## src/rtl/eip_redirect_unit.sv

```systemverilog
// EIP register with writeback redirect and a wrong-path flush window.
// Define EIP_REDIRECT_CNT_EN to build the saturating taken-redirect counter.
module eip_redirect_unit #(
  parameter int unsigned WIDTH        = 32,
  parameter int unsigned NSRC         = 2,
  parameter int unsigned NFLAG        = 2,
  parameter int unsigned FLUSH_CYCLES = 2,
  parameter logic [31:0] RESET_EIP    = 32'hFFF0,
  localparam int unsigned SELW        = (NSRC > 1) ? $clog2(NSRC) : 1
) (
  input  logic                    clk,
  input  logic                    rst,
  input  logic                    de_valid,
  input  logic                    fe_not_stall,
  input  logic [WIDTH-1:0]        de_eip_next,
  input  logic                    wb_valid,
  input  logic                    wb_eip_change,
  input  logic [NSRC*WIDTH-1:0]   wb_res,
  input  logic [SELW-1:0]         wb_res_sel,
  input  logic                    wb_pr_size_over,
  input  logic [NFLAG-1:0]        wb_cond_en,
  input  logic [NFLAG-1:0]        wb_flag_expected,
  input  logic [NFLAG-1:0]        wb_flag,
  output logic [WIDTH-1:0]        eip,
  output logic                    redirect,
  output logic                    flush_busy,
  output logic [31:0]             redirect_cnt
);

  localparam int unsigned FCW = $clog2(FLUSH_CYCLES + 1);

  typedef enum logic [0:0] {
    ST_IDLE  = 1'b0,
    ST_FLUSH = 1'b1
  } state_e;

  // A disabled flag always passes; an enabled one must match its expected value.
  function automatic logic cond_met(input logic [NFLAG-1:0] en,
                                    input logic [NFLAG-1:0] expv,
                                    input logic [NFLAG-1:0] flg);
    return &(~en | ~(flg ^ expv));
  endfunction

  state_e           state_q;
  logic [FCW-1:0]   fcnt_q;
  logic             redirect_q;
  logic [WIDTH-1:0] eip_q;
  logic [WIDTH-1:0] eip_d;
  logic [WIDTH-1:0] tgt_raw_s;
  logic [WIDTH-1:0] tgt_s;
  logic             take_s;
  logic             seq_s;

  assign flush_busy = (state_q == ST_FLUSH);
  assign eip        = eip_q;
  assign redirect   = redirect_q;

  // Target selection, redirect decision and next-EIP priority
  always_comb begin
    tgt_raw_s = wb_res[WIDTH-1:0];
    for (int unsigned i = 0; i < NSRC; i++) begin
      tgt_raw_s = (32'(wb_res_sel) == i) ? wb_res[i*WIDTH +: WIDTH] : tgt_raw_s;
    end
    tgt_s  = wb_pr_size_over ? {{(WIDTH-16){1'b0}}, tgt_raw_s[15:0]} : tgt_raw_s;
    take_s = wb_valid & wb_eip_change & cond_met(wb_cond_en, wb_flag_expected, wb_flag);
    seq_s  = de_valid & fe_not_stall & ~flush_busy;
    if (take_s) begin
      eip_d = tgt_s;
    end else if (seq_s) begin
      eip_d = de_eip_next;
    end else begin
      eip_d = eip_q;
    end
  end

  // Flush-window FSM with EIP and redirect pulse registers
  always_ff @(posedge clk or posedge rst) begin
    if (rst) begin
      state_q    <= ST_IDLE;
      fcnt_q     <= '0;
      redirect_q <= 1'b0;
      eip_q      <= WIDTH'(RESET_EIP);
    end else begin
      eip_q <= eip_d;
      case (state_q)
        ST_IDLE: begin
          if (take_s) begin
            state_q    <= ST_FLUSH;
            fcnt_q     <= FCW'(FLUSH_CYCLES - 1);
            redirect_q <= 1'b1;
          end else begin
            redirect_q <= 1'b0;
          end
        end
        ST_FLUSH: begin
          // A new redirect restarts the window from the top.
          if (take_s) begin
            fcnt_q     <= FCW'(FLUSH_CYCLES - 1);
            redirect_q <= 1'b1;
          end else if (fcnt_q == '0) begin
            state_q    <= ST_IDLE;
            redirect_q <= 1'b0;
          end else begin
            fcnt_q     <= fcnt_q - FCW'(1);
            redirect_q <= 1'b0;
          end
        end
        default: begin
          state_q    <= ST_IDLE;
          fcnt_q     <= '0;
          redirect_q <= 1'b0;
        end
      endcase
    end
  end

`ifdef EIP_REDIRECT_CNT_EN
  logic [31:0] cnt_q;

  // Saturating count of taken redirects
  always_ff @(posedge clk or posedge rst) begin
    if (rst) begin
      cnt_q <= 32'd0;
    end else if (take_s && (cnt_q != 32'hFFFF_FFFF)) begin
      cnt_q <= cnt_q + 32'd1;
    end else begin
      cnt_q <= cnt_q;
    end
  end

  assign redirect_cnt = cnt_q;
`else
  assign redirect_cnt = 32'd0;
`endif

endmodule

```

## config.mk

```make
export PLATFORM = sky130hd
export DESIGN_NAME = eip_redirect_unit
export DESIGN_NICKNAME = d
export VERILOG_FILES = /design/src/rtl/eip_redirect_unit.sv
export SDC_FILE = /design/constraint.sdc
export NUM_CORES = 1
export LEC_CHECK = 0
export BUFFER_PORTS_ARGS = -buffer_cell sky130_fd_sc_hd__buf_2
export CAP_MARGIN = 20
export CORE_UTILIZATION = 42
export CTS_BUF_LIST = sky130_fd_sc_hd__clkbuf_2 sky130_fd_sc_hd__clkbuf_4 sky130_fd_sc_hd__clkbuf_8
export DETAILED_ROUTE_END_ITERATION = 7
export PLACE_DENSITY = 0.83
export SLEW_MARGIN = 20
export SYNTH_ARGS = -nofsm -noshare
export SYNTH_HDL_FRONTEND = slang
export SYNTH_SLANG_ARGS = --single-unit
```

## constraint.sdc

```tcl
create_clock -name clk -period 1.8 [get_ports clk]
set_clock_uncertainty 0.1 [all_clocks]
set_input_delay 0.36 -clock clk [delete_from_list [all_inputs] [get_ports clk]]
set_output_delay 0.36 -clock clk [all_outputs]
set_load 0.005 [all_outputs]
```

== Yosys cells after proc, flatten, opt, wreduce, memory -nomap -nowiden ==
Cells that the tools add are included.

* Add/sub/neg operators: 1
* Reduce and logical (&&, ||, !) cells: 4
* Multiplexer cells: 12
* Bitwise logic cells: 9
* Equality and inequality tests: 2

{| class="wikitable"
|+ Operators by type and width
! operator !! count
|-
| $mux W32 || 4
|-
| $mux W2 || 3
|-
| $and A1 B1 Y1 || 4
|-
| $not A2 Y2 || 2
|-
| $pmux W2 S2 || 1
|-
| $reduce_and A2 Y1 || 2
|-
| $mux W1 || 3
|-
| $ne A3 B3 Y1 const B || 1
|-
| $logic_not A2 Y1 || 1
|-
| $ne A2 B2 Y1 const B || 1
|-
| $or A2 B2 Y2 || 1
|-
| $pmux W1 S2 || 1
|-
| $reduce_bool A2 Y1 || 1
|-
| $sub A2 B1 Y2 const B || 1
|-
| $xor A2 B2 Y2 || 1
|-
| $not A1 Y1 || 1
|}

* Input bits: 110
* Register bits: 36
* Output and inout bits: 66
* Logic and storage cells: 32

== Logic depth before layout (Yosys ltp) ==
Gate-level depths: netlist of the first run.

* Depth in word-level cells: 7
* Gate-level depth with buffers: 5
* Depth with buffers taken out: 5

== Worst setup path before layout of the first run ==
OpenSTA, ideal clock, no wires.

* Kind: input port to flip-flop
* Start point: input wb_flag_expected[1]
* End point: register eip_q[17] (netlist: eip[17])
* Required time: 1575 ps
* Setup slack: 71 ps
* Stages on the path: 4
* Setup time: 125 ps
* Path buffers: 1
* Arrival: 1504 ps
* Path through: xor2_1 -> a221oi_4 -> buf_6 -> mux2_2

* Cells in the longest elaborated chain, start to end: 6
* Elaborated cells between the ends (all ways): 7
* Classes of those cells: 1 x mux; 4 x bitwise; 2 x reduce/logical

{| class="wikitable"
|+ Ends and longest elaborated chain
! what !! RTL line !! RTL
|-
| start: declaration || 22 || <nowiki>input logic [NFLAG-1:0] wb_flag_expected,</nowiki>
|-
| $xor A2 B2 Y2 (*) || 41 || <nowiki>return &(~en | ~(flg ^ expv));</nowiki>
|-
| $not A2 Y2 (*) || 41 ||
|-
| $or A2 B2 Y2 (*) || 41 ||
|-
| $reduce_and A2 Y1 (*) || 41 ||
|-
| $and A1 B1 Y1 (*) || 65 || <nowiki>take_s = wb_valid & wb_eip_change & cond_met(wb_cond_en, wb_flag_expected, wb_flag);</nowiki>
|-
| $mux W32 / $reduce_bool A2 Y1 (equally long branches) || n/a ||
|-
| end signal: assignment || 82 || <nowiki>eip_q <= WIDTH'(RESET_EIP);</nowiki>
|-
| end signal: assignment || 84 || <nowiki>eip_q <= eip_d;</nowiki>
|-
| end: declaration || 47 || <nowiki>logic [WIDTH-1:0] eip_q;</nowiki>
|}

Mark *: on every way between the ends. The rest lies on a longest branch, timed or not.
A chain may end at the register's enable or synchronous reset.

== Worst setup path after layout of the first run ==
* Start point: register state_q (netlist: flush_busy)
* End point: register eip_q[24] (netlist: eip[24])

* Cells in the longest elaborated chain, start to end: 3

{| class="wikitable"
|+ Ends and longest elaborated chain
! what !! RTL line !! RTL
|-
| start: declaration || 44 || <nowiki>state_e state_q;</nowiki>
|-
| start signal: assignment || 79 || <nowiki>state_q <= ST_IDLE;</nowiki>
|-
| start signal: assignment || 88 || <nowiki>state_q <= ST_FLUSH;</nowiki>
|-
| start signal: assignment || 101 || <nowiki>state_q <= ST_IDLE;</nowiki>
|-
| $not A1 Y1 || n/a ||
|-
| $and A1 B1 Y1 || 66 || <nowiki>seq_s = de_valid & fe_not_stall & ~flush_busy;</nowiki>
|-
| $reduce_bool A2 Y1 (no line) || n/a ||
|}

Every way passes these cells.

==> flow_summary.toml, run 1 <==
[final_layout]
stdcell_count = 425
final_common_cell = "buf_2"
n_antenna_cell = 0
layout_common_cells = "buf_2 (143), mux2i_1 (64), mux2_2 (32), conb_1 (32), dfrtp_1 (24)"
final_nets = 463
syn_to_final_growth_pct = 34.3
final_layout_size_suffix_gt1_frac = 0.578

[detailed_routing]
postRouteAntennaNets = 0
vias = 1941
viasPerCell = 4.57
first_pass_iters = 4
wirelength_mm = 5.27
drt_iter0_markers = 30
drc_errors = 0
detail_route.wl_per_cell_um = 12.4

[global_route]
grt.overflow.total = 0
met3_usage = 0.0565
track_usage = 0.180
antenna_found_initial = 0
top_usage_layer = "met2"
grt.met1_usage = 0.182
grt_pass1_vias = 1937
grt_start_max_net_pins = 37
met2_usage = 0.344
grt_pass1_wl_mm = 8.52

[sta]
period_share = 0.875
hold_viol_final = 0
finalSetupViolations = 0
rsz0062_at_grt = "false"
drv_slew = 0
max_clock_freq_mhz = 635
period_minus_slack_ns = 1.57

[clocking]
cts_root_buffer = "clkbuf_8"
insertion_delay_ns = 0.28
cts_buffers = 5
clk_pin_slew_worst_paths_ns = 0.07
clockBufferDepth = 2
cts_hold_buf = 0
cts_resized = 0
cts_tree = "yes"
clkSinkCount = 36
post_cts_buffers = 0
htree_levels = 2

[die]
dieArea_um2 = 6040
start_util = 0.437
chipWidth_um = 77.7
core_area_um2 = 5510
rows = 27
fp.dieH_um = 77.7
pin_count = 176

[critical_path]
cp_cell_sequence = "nand3b_1 > buf_12 > mux2_2 > mux2_2"
path_class = "register to register"
cp-end-kind = "register"
cp_max_fo = 20
crit_buf_inv = 1
path_common_cell = "mux2_2"
cp-start-kind = "register"
slowest_delay_ns = 0.39
cp_slowest_cell = "dfrtp_1"
worstPathRequired_ns = 1.87
worstPathArrival_ns = 1.64
worst_path_dominant_cell_family = "multiplexers"

[power_and_ir_drop]
clkPwrFrac = 0.207
p_int_mw = 2.42
ir_drop_mv = 0.523
p_comb_frac = 0.387
leakage_nw = 1.81
power.switching_uw = 997
switching_share = 0.292
p_total_mw = 3.42
p_seq_frac = 0.406
p_per_area_nw_per_um2 = 1060

[logic_synthesis]
synth_seq_area_share = 0.380
syn_area_um2 = 2410
synth_compound_area_frac = 0.0140
synth_top_family_by_area = "multiplexers"
synthAdderAreaFrac = 0.00519
syn_inst = 208
yosys.area_share.xor_xnor = 0.0109
synth-simple-area-share = 0.0390
yosysUniqueCellTypes = 22
muxShareOfSynthArea = 0.416
synth.avg_cell_area_um2 = 11.6
yosys_warnings = 0
ys_ff_latch = 36

[flow_run]
cap_violations = 0

[place]
dpl.hpwl_mm = 4.19
dp_cells = 417
portBuffers = 143
gp_congestion = 0.693

[hold_path]
hold_class = "input pin to asynchronous set/reset pin"

[run_status]
outcome = "completed"
==> worst min-delay path, cell delays in order <==
cell and delay (ns):
buf_2 0.09, inv_1 0.04, buf_4 0.39
==> kinds of logic (layout without fill, tap and decap cells) <==
group                    Yosys count  in the layout
buffers and inverters             47            161
XOR/XNOR                           3              3
other                              1             32
multiplexers                      96             96
AO/OA/AOI/OAI                      2              2
adder cells (fa/ha/maj)            1              1
AND/OR/NAND/NOR                   22             22
flip-flops                        36             36
==> flip-flops by register name (all words and copies together), names as in the netlist <==
register    cells
eip            32
fcnt_q          2
flush_busy      1
redirect        1
==> per-stage QoR <==
stage          setup slack (ns)  setup TNS [ns]  area [µm²]   util  hold WS [ns]
2_1_floorplan            0.0713               0        2520      -         0.392
3_3_place_gp             0.0451               0        3120  0.567         0.387
3_5_place_dp           -0.00712        -0.00982        3120  0.567         0.392
4_1_cts                   0.217               0        3230  0.587        0.0774
5_1_grt                   0.176               0        3230  0.587        0.0916
6_report                  0.225               0        3230  0.587        0.0719
==> per-layer routing <==
metal,vias up,wire [µm]
met5,-,0
met4,0,63
met3,8,396
met2,103,2860
met1,887,1950
li1,943,-
==> power by group through the flow <==
stage	clock [mW]	combinational, mW	sequential (mW)
floorplan	0	0.785	1.41
global placement	0	1.28	1.38
detailed placement	0	1.34	1.40
CTS	0.732	1.35	1.39
global route	0.769	1.47	1.44
finish	0.708	1.32	1.39
==> worst paths after layout <==
| path | to | startpoint | cells after the start | slack [ns] |
|---|---|---|---|---|
| setup / recovery | eip[24]$_DFFE_PP0P_ | flush_busy$_DFF_PP0_ | 4 | 0.23 |
| hold / removal | eip[18]$_DFFE_PP0P_ | rst | 3 | 0.07 |
| setup reg to reg | eip[24]$_DFFE_PP0P_ | flush_busy$_DFF_PP0_ | 4 | 0.23 |
| hold reg to reg | fcnt_q[0]$_DFFE_PP0P_ | fcnt_q[0]$_DFFE_PP0P_ | 2 | 0.44 |
| max in group asynchronous | eip[7]$_DFFE_PP1P_ | rst | 3 | 1.18 |
| min in group clk | eip[0]$_DFFE_PP0P_ | de_eip_next[0] | 3 | 0.26 |
==> synthesized netlist by cell type <==
master    instances  area share
ha_1              1      0.0052
dfstp_2          12        0.13
buf_2             5       0.010
a221oi_4          1       0.011
nand3b_1          1      0.0031
inv_1             3      0.0047
buf_1             1      0.0016
a211oi_1          1      0.0031
conb_1            1      0.0016
buf_6             1      0.0047
clkbuf_1          2      0.0031
nor2_1           17       0.026
dfrtp_1          24        0.25
buf_4            35        0.11
xnor2_1           1      0.0036
nand2b_1          1      0.0026
mux2i_1          64        0.27
nand2_1           1      0.0016
or2_2             1      0.0026
xor2_1            2      0.0073
mux2_2           32        0.15
nor2b_1           1      0.0026
==> layout make-up <==
type,instances,area (µm²)
repair buffers,150,818
multi-input cells,156,1290
inverters,3,11.3
flip-flops and latches,36,916
well taps,72,90.1
clock buffers,6,76.3
fillers,486,2270
clock inverters,2,35.0
No activity file was read; power rests on OpenSTA's default activity.
==> run 2: changes to the inputs <==
RECOVER_POWER = 25   (was default)
==> run 2 against run 1 <==
Critical path depth is the same. Worst hold slack gained 0.17 ns. Wire length is the same. Sequential share of layout area is essentially flat. Sequential cell count is the same. First-iteration DRC count is the same. Die area is the same. Largest power group unchanged. Utilization is essentially flat. Maximum frequency is the same. Design area is essentially flat. Setup slack is the same. Total power is essentially flat.
==> flow_summary.toml, run 2 (same netlist as run 1, synthesis figures left out) <==
[detailed_routing]
wl_met1_mm = 1.95
first_pass_iters = 4
wl_met3_um = 396
vias = 1941
wl_met2_mm = 2.86
drt_iter0_markers = 30
viasPerCell = 4.57
drc_errors = 0
wirelength_mm = 5.27
detail_route.wl_per_cell_um = 12.4
maxUsedRoutingLayer = "met4"
postRouteAntennaNets = 0

[final_layout]
layout_common_cells = "buf_2 (143), mux2i_1 (64), mux2_2 (32), conb_1 (32), dfrtp_1 (24)"
syn_to_final_growth_pct = 34.2
final_nets = 463
utilization = 0.587
final_layout_size_suffix_gt1_frac = 0.578
stdcell_count = 425
final_common_cell = "buf_2"
largest_reg_flops = 32
n_antenna_cell = 0

[clocking]
cts_buffers = 5
post_cts_buffers = 0
cts_tree = "yes"
cts_hold_buf = 0
insertion_delay_ns = 0.28
clk_pin_slew_worst_paths_ns = 0.07
clockBufferDepth = 2
clkSinkCount = 36
cts_resized = 0
cts_root_buffer = "clkbuf_8"
htree_levels = 2

[critical_path]
worstPathArrival_ns = 1.64
reg2reg_to = "eip[24]$_DFFE_PP0P_"
cp-start-kind = "register"
cp_slowest_cell = "dfrtp_1"
cp_cell_sequence = "nand3b_1 > buf_12 > mux2_2 > mux2_2"
worst_path_dominant_cell_family = "multiplexers"
worstPathRequired_ns = 1.87
slowest_delay_ns = 0.39
cp-end-kind = "register"
cp_max_fo = 20
path_common_cell = "mux2_2"
reg2regPathDepth = 4
reg2reg_slack_ns = 0.23
path_class = "register to register"
crit_buf_inv = 1
r2r_start = "flush_busy$_DFF_PP0_"

[global_route]
grt.overflow.total = 0
antenna_found_initial = 0
grt_start_max_net_pins = 37
grt_pass1_vias = 1937
grt_pass1_wl_mm = 8.52
track_usage = 0.180

[sta]
slew_headroom = 0.411
period_minus_slack_ns = 1.57
finalSetupViolations = 0
max_clock_freq_mhz = 635
hold_viol_final = 0
drv_slew = 0
period_share = 0.875
tns_ns = 0
rsz0062_at_grt = "false"
worst_pin_slew_ns = 0.884

[hold_path]
hold_class = "input pin to asynchronous set/reset pin"

[die]
dieArea_um2 = 6040
core_area_um2 = 5510
start_util = 0.437
rows = 27
fp.dieH_um = 77.7
chipWidth_um = 77.7
pin_count = 176

[place]
dpl.hpwl_mm = 4.19
dp_cells = 417
gp_congestion = 0.693
portBuffers = 143

[power_and_ir_drop]
p_per_area_nw_per_um2 = 1060
p_total_mw = 3.42
leakage_nw = 1.81
ir_drop_mv = 0.523

[run_status]
outcome = "completed"

[flow_run]
cap_violations = 0
## run 2: power by group
part           switching, mW  internal [mW]
clock network          0.282          0.426
logic                  0.545          0.775
registers              0.171           1.22
## run 2: layout make-up
| type | instances | area [µm²] |
|---|---|---|
| clock inverter | 2 | 35.0 |
| multi-input combinational | 156 | 1290 |
| clock buffer | 6 | 76.3 |
| timing repair buffer | 150 | 816 |
| sequential | 36 | 916 |
| inverter | 3 | 11.3 |
| tap | 72 | 90.1 |
| fill | 487 | 2270 |
## run 2: worst reg2reg max path: stages, from the launching register on
cell      delay, ns
dfrtp_1        0.39
nand3b_1       0.23
buf_12         0.20
mux2_2         0.29
mux2_2         0.26
## run 2: worst max path at each step
stage                                     from             endpoint  slack (ns)  cells past startpoint
after global routing      flush_busy$_DFF_PP0_  eip[31]$_DFFE_PP0P_        0.18                      4
after detailed placement   wb_flag_expected[1]  eip[24]$_DFFE_PP0P_      -0.007                      5
after floorplan            wb_flag_expected[1]  eip[17]$_DFFE_PP0P_        0.07                      4
after global placement     wb_flag_expected[1]  eip[18]$_DFFE_PP0P_        0.05                      5
after CTS                 flush_busy$_DFF_PP0_  eip[24]$_DFFE_PP0P_        0.22                      4
final                     flush_busy$_DFF_PP0_  eip[24]$_DFFE_PP0P_        0.23                      4
## run 2: routing by layer
metal | up-vias | GRT usage
li1 | 943 | -
met1 | 887 | 0.182
met2 | 103 | 0.344
met3 | 8 | 0.0565
met4 | 0 | 0.0604
met5 | - | 0
## run 2: through the flow
step	hold slack (ns)	area, µm²	setup slack [ns]
final	0.237	3230	0.225
after global routing	0.247	3230	0.176
after CTS	0.0774	3230	0.217
after detailed placement	0.392	3120	-0.00712
after global placement	0.387	3120	0.0451
after floorplan	0.392	2520	0.0713
==> run 3: changes to the inputs <==
CORE_UTILIZATION = 31   (was 42)
PLACE_DENSITY = default   (was 0.83)
==> run 3 against run 2 <==
Wire length grew 2.4%. Global-route usage decreased by 4.7 points. Setup slack improved by 0.013 ns. Sequential share of layout area down 0.24 points. Utilization down 14 points. Sequential power hardly changed. Cell count rose by 6.6%. Register-to-register slack barely moved. Clock power is 13% lower. Clock-buffer cell count rose by 1. Critical endpoint unchanged.
==> flow_summary.toml, run 3 (same netlist as run 1, synthesis figures left out) <==
[run_status]
outcome = "completed"

[place]
preCtsSetupSlack_ns = -0.0134
dpl.hpwl_mm = 4.15
gp_congestion = 0.712
portBuffers = 143

[global_route]
met2_usage = 0.229
grt.overflow.total = 0
track_usage = 0.133
met3_usage = 0.0321
antenna_found_initial = 0
grt_start_max_net_pins = 37
grt.met1_usage = 0.161
grt_pass1_wl_mm = 8.73
top_usage_layer = "met2"
grt_pass1_vias = 1824

[power_and_ir_drop]
p_per_area_nw_per_um2 = 1020
leakage_nw = 1.80
p_total_mw = 3.31
ir_drop_mv = 0.396

[critical_path]
cp-end-kind = "register"
path_class = "register to register"
cp-start-kind = "register"
cp_max_fo = 23
worstPathArrival_ns = 1.63
worstPathRequired_ns = 1.86

[die]
chipWidth_um = 90.1
dieArea_um2 = 8130
core_area_um2 = 7370
rows = 31
start_util = 0.327
pin_count = 176
fp.dieH_um = 90.1

[detailed_routing]
first_pass_iters = 4
postRouteAntennaNets = 0
drc_errors = 0
vias = 1914
detail_route.wl_per_cell_um = 11.9
wirelength_mm = 5.39
viasPerCell = 4.23
drt_iter0_markers = 27

[final_layout]
n_antenna_cell = 0
fillers = 725
largest_reg_flops = 32
utilization = 0.442
final_nets = 464
final_common_cell = "buf_2"
syn_to_final_growth_pct = 35.3
final_layout_size_suffix_gt1_frac = 0.579
layout_common_cells = "buf_2 (143), mux2i_1 (64), mux2_2 (32), conb_1 (32), dfrtp_1 (24)"

[clocking]
cts_buffers = 5
cts_resized = 0
clk_pin_slew_worst_paths_ns = 0.07
post_cts_buffers = 0
cts_hold_buf = 0
clkSinkCount = 36
htree_levels = 2
cts_root_buffer = "clkbuf_8"
clockBufferDepth = 2
cts_tree = "yes"
insertion_delay_ns = 0.28

[sta]
slew_headroom = 0.391
period_share = 0.868
rsz0062_at_grt = "false"
tns_ns = 0
finalSetupViolations = 0
max_clock_freq_mhz = 640
hold_viol_final = 0
fin_ws_ns = 0.238
worst_pin_slew_ns = 0.914
holdWs_ns = 0.244
period_minus_slack_ns = 1.56
drv_slew = 0

[hold_path]
hold_class = "input pin to asynchronous set/reset pin"

[flow_run]
cap_violations = 0
run 3: changes by cell type in the layout (fill, tap and decap cells not counted):
cell and change:
bufinv_16 -1, clkinv_2 -1, buf_4 +1, clkinvlp_4 +1, clkbuf_8 +1
run 3: where the power goes:
part           switching [mW]  total [mW]  internal (mW)
sequential              0.158        1.37           1.22
clock                   0.287       0.613          0.326
combinational           0.546        1.32          0.778
total                   0.990        3.31           2.32
run 3: final timing paths:
kind                       slack, ns             startpoint               endpoint  cells after the start
setup / recovery                0.24   flush_busy$_DFF_PP0_    eip[24]$_DFFE_PP0P_                      4
hold / removal                  0.24                    rst    eip[19]$_DFFE_PP0P_                      3
setup reg to reg                0.24   flush_busy$_DFF_PP0_    eip[24]$_DFFE_PP0P_                      4
hold reg to reg                 0.43  fcnt_q[0]$_DFFE_PP0P_  fcnt_q[0]$_DFFE_PP0P_                      2
max in group asynchronous       0.78                    rst    eip[24]$_DFFE_PP0P_                      3
min in group clk                0.27         de_eip_next[6]     eip[6]$_DFFE_PP1P_                      3
run 3: critical path: stages, from the launching register on:
cell and delay [ns]:
dfrtp_1 0.37, nand3b_1 0.17, buf_12 0.20, mux2_2 0.35, mux2_2 0.25
run 3: metal layers:
layer,up-vias,part of all wire
li1,945,-
met1,870,0.41
met2,91,0.51
met3,8,0.059
met4,0,0.018
met5,-,0
run 3: area by class of cell:
class	instances	area [µm²]	area share
Clock inverter	1	7.51	0.00230
Tap cell	99	124	0.0380
Clock buffer	7	90.1	0.0276
Multi-Input combinational cell	156	1290	0.395
Inverter	3	11.3	0.00345
Sequential cell	36	916	0.281
Timing Repair Buffer	151	823	0.253
run 3: through the flow:
step / std cells / instance area, µm²
floorplan: 239 / 2520
global placement: 445 / 3160
detailed placement: 445 / 3160
CTS: 453 / 3260
global route: 453 / 3260
finish: 453 / 3260
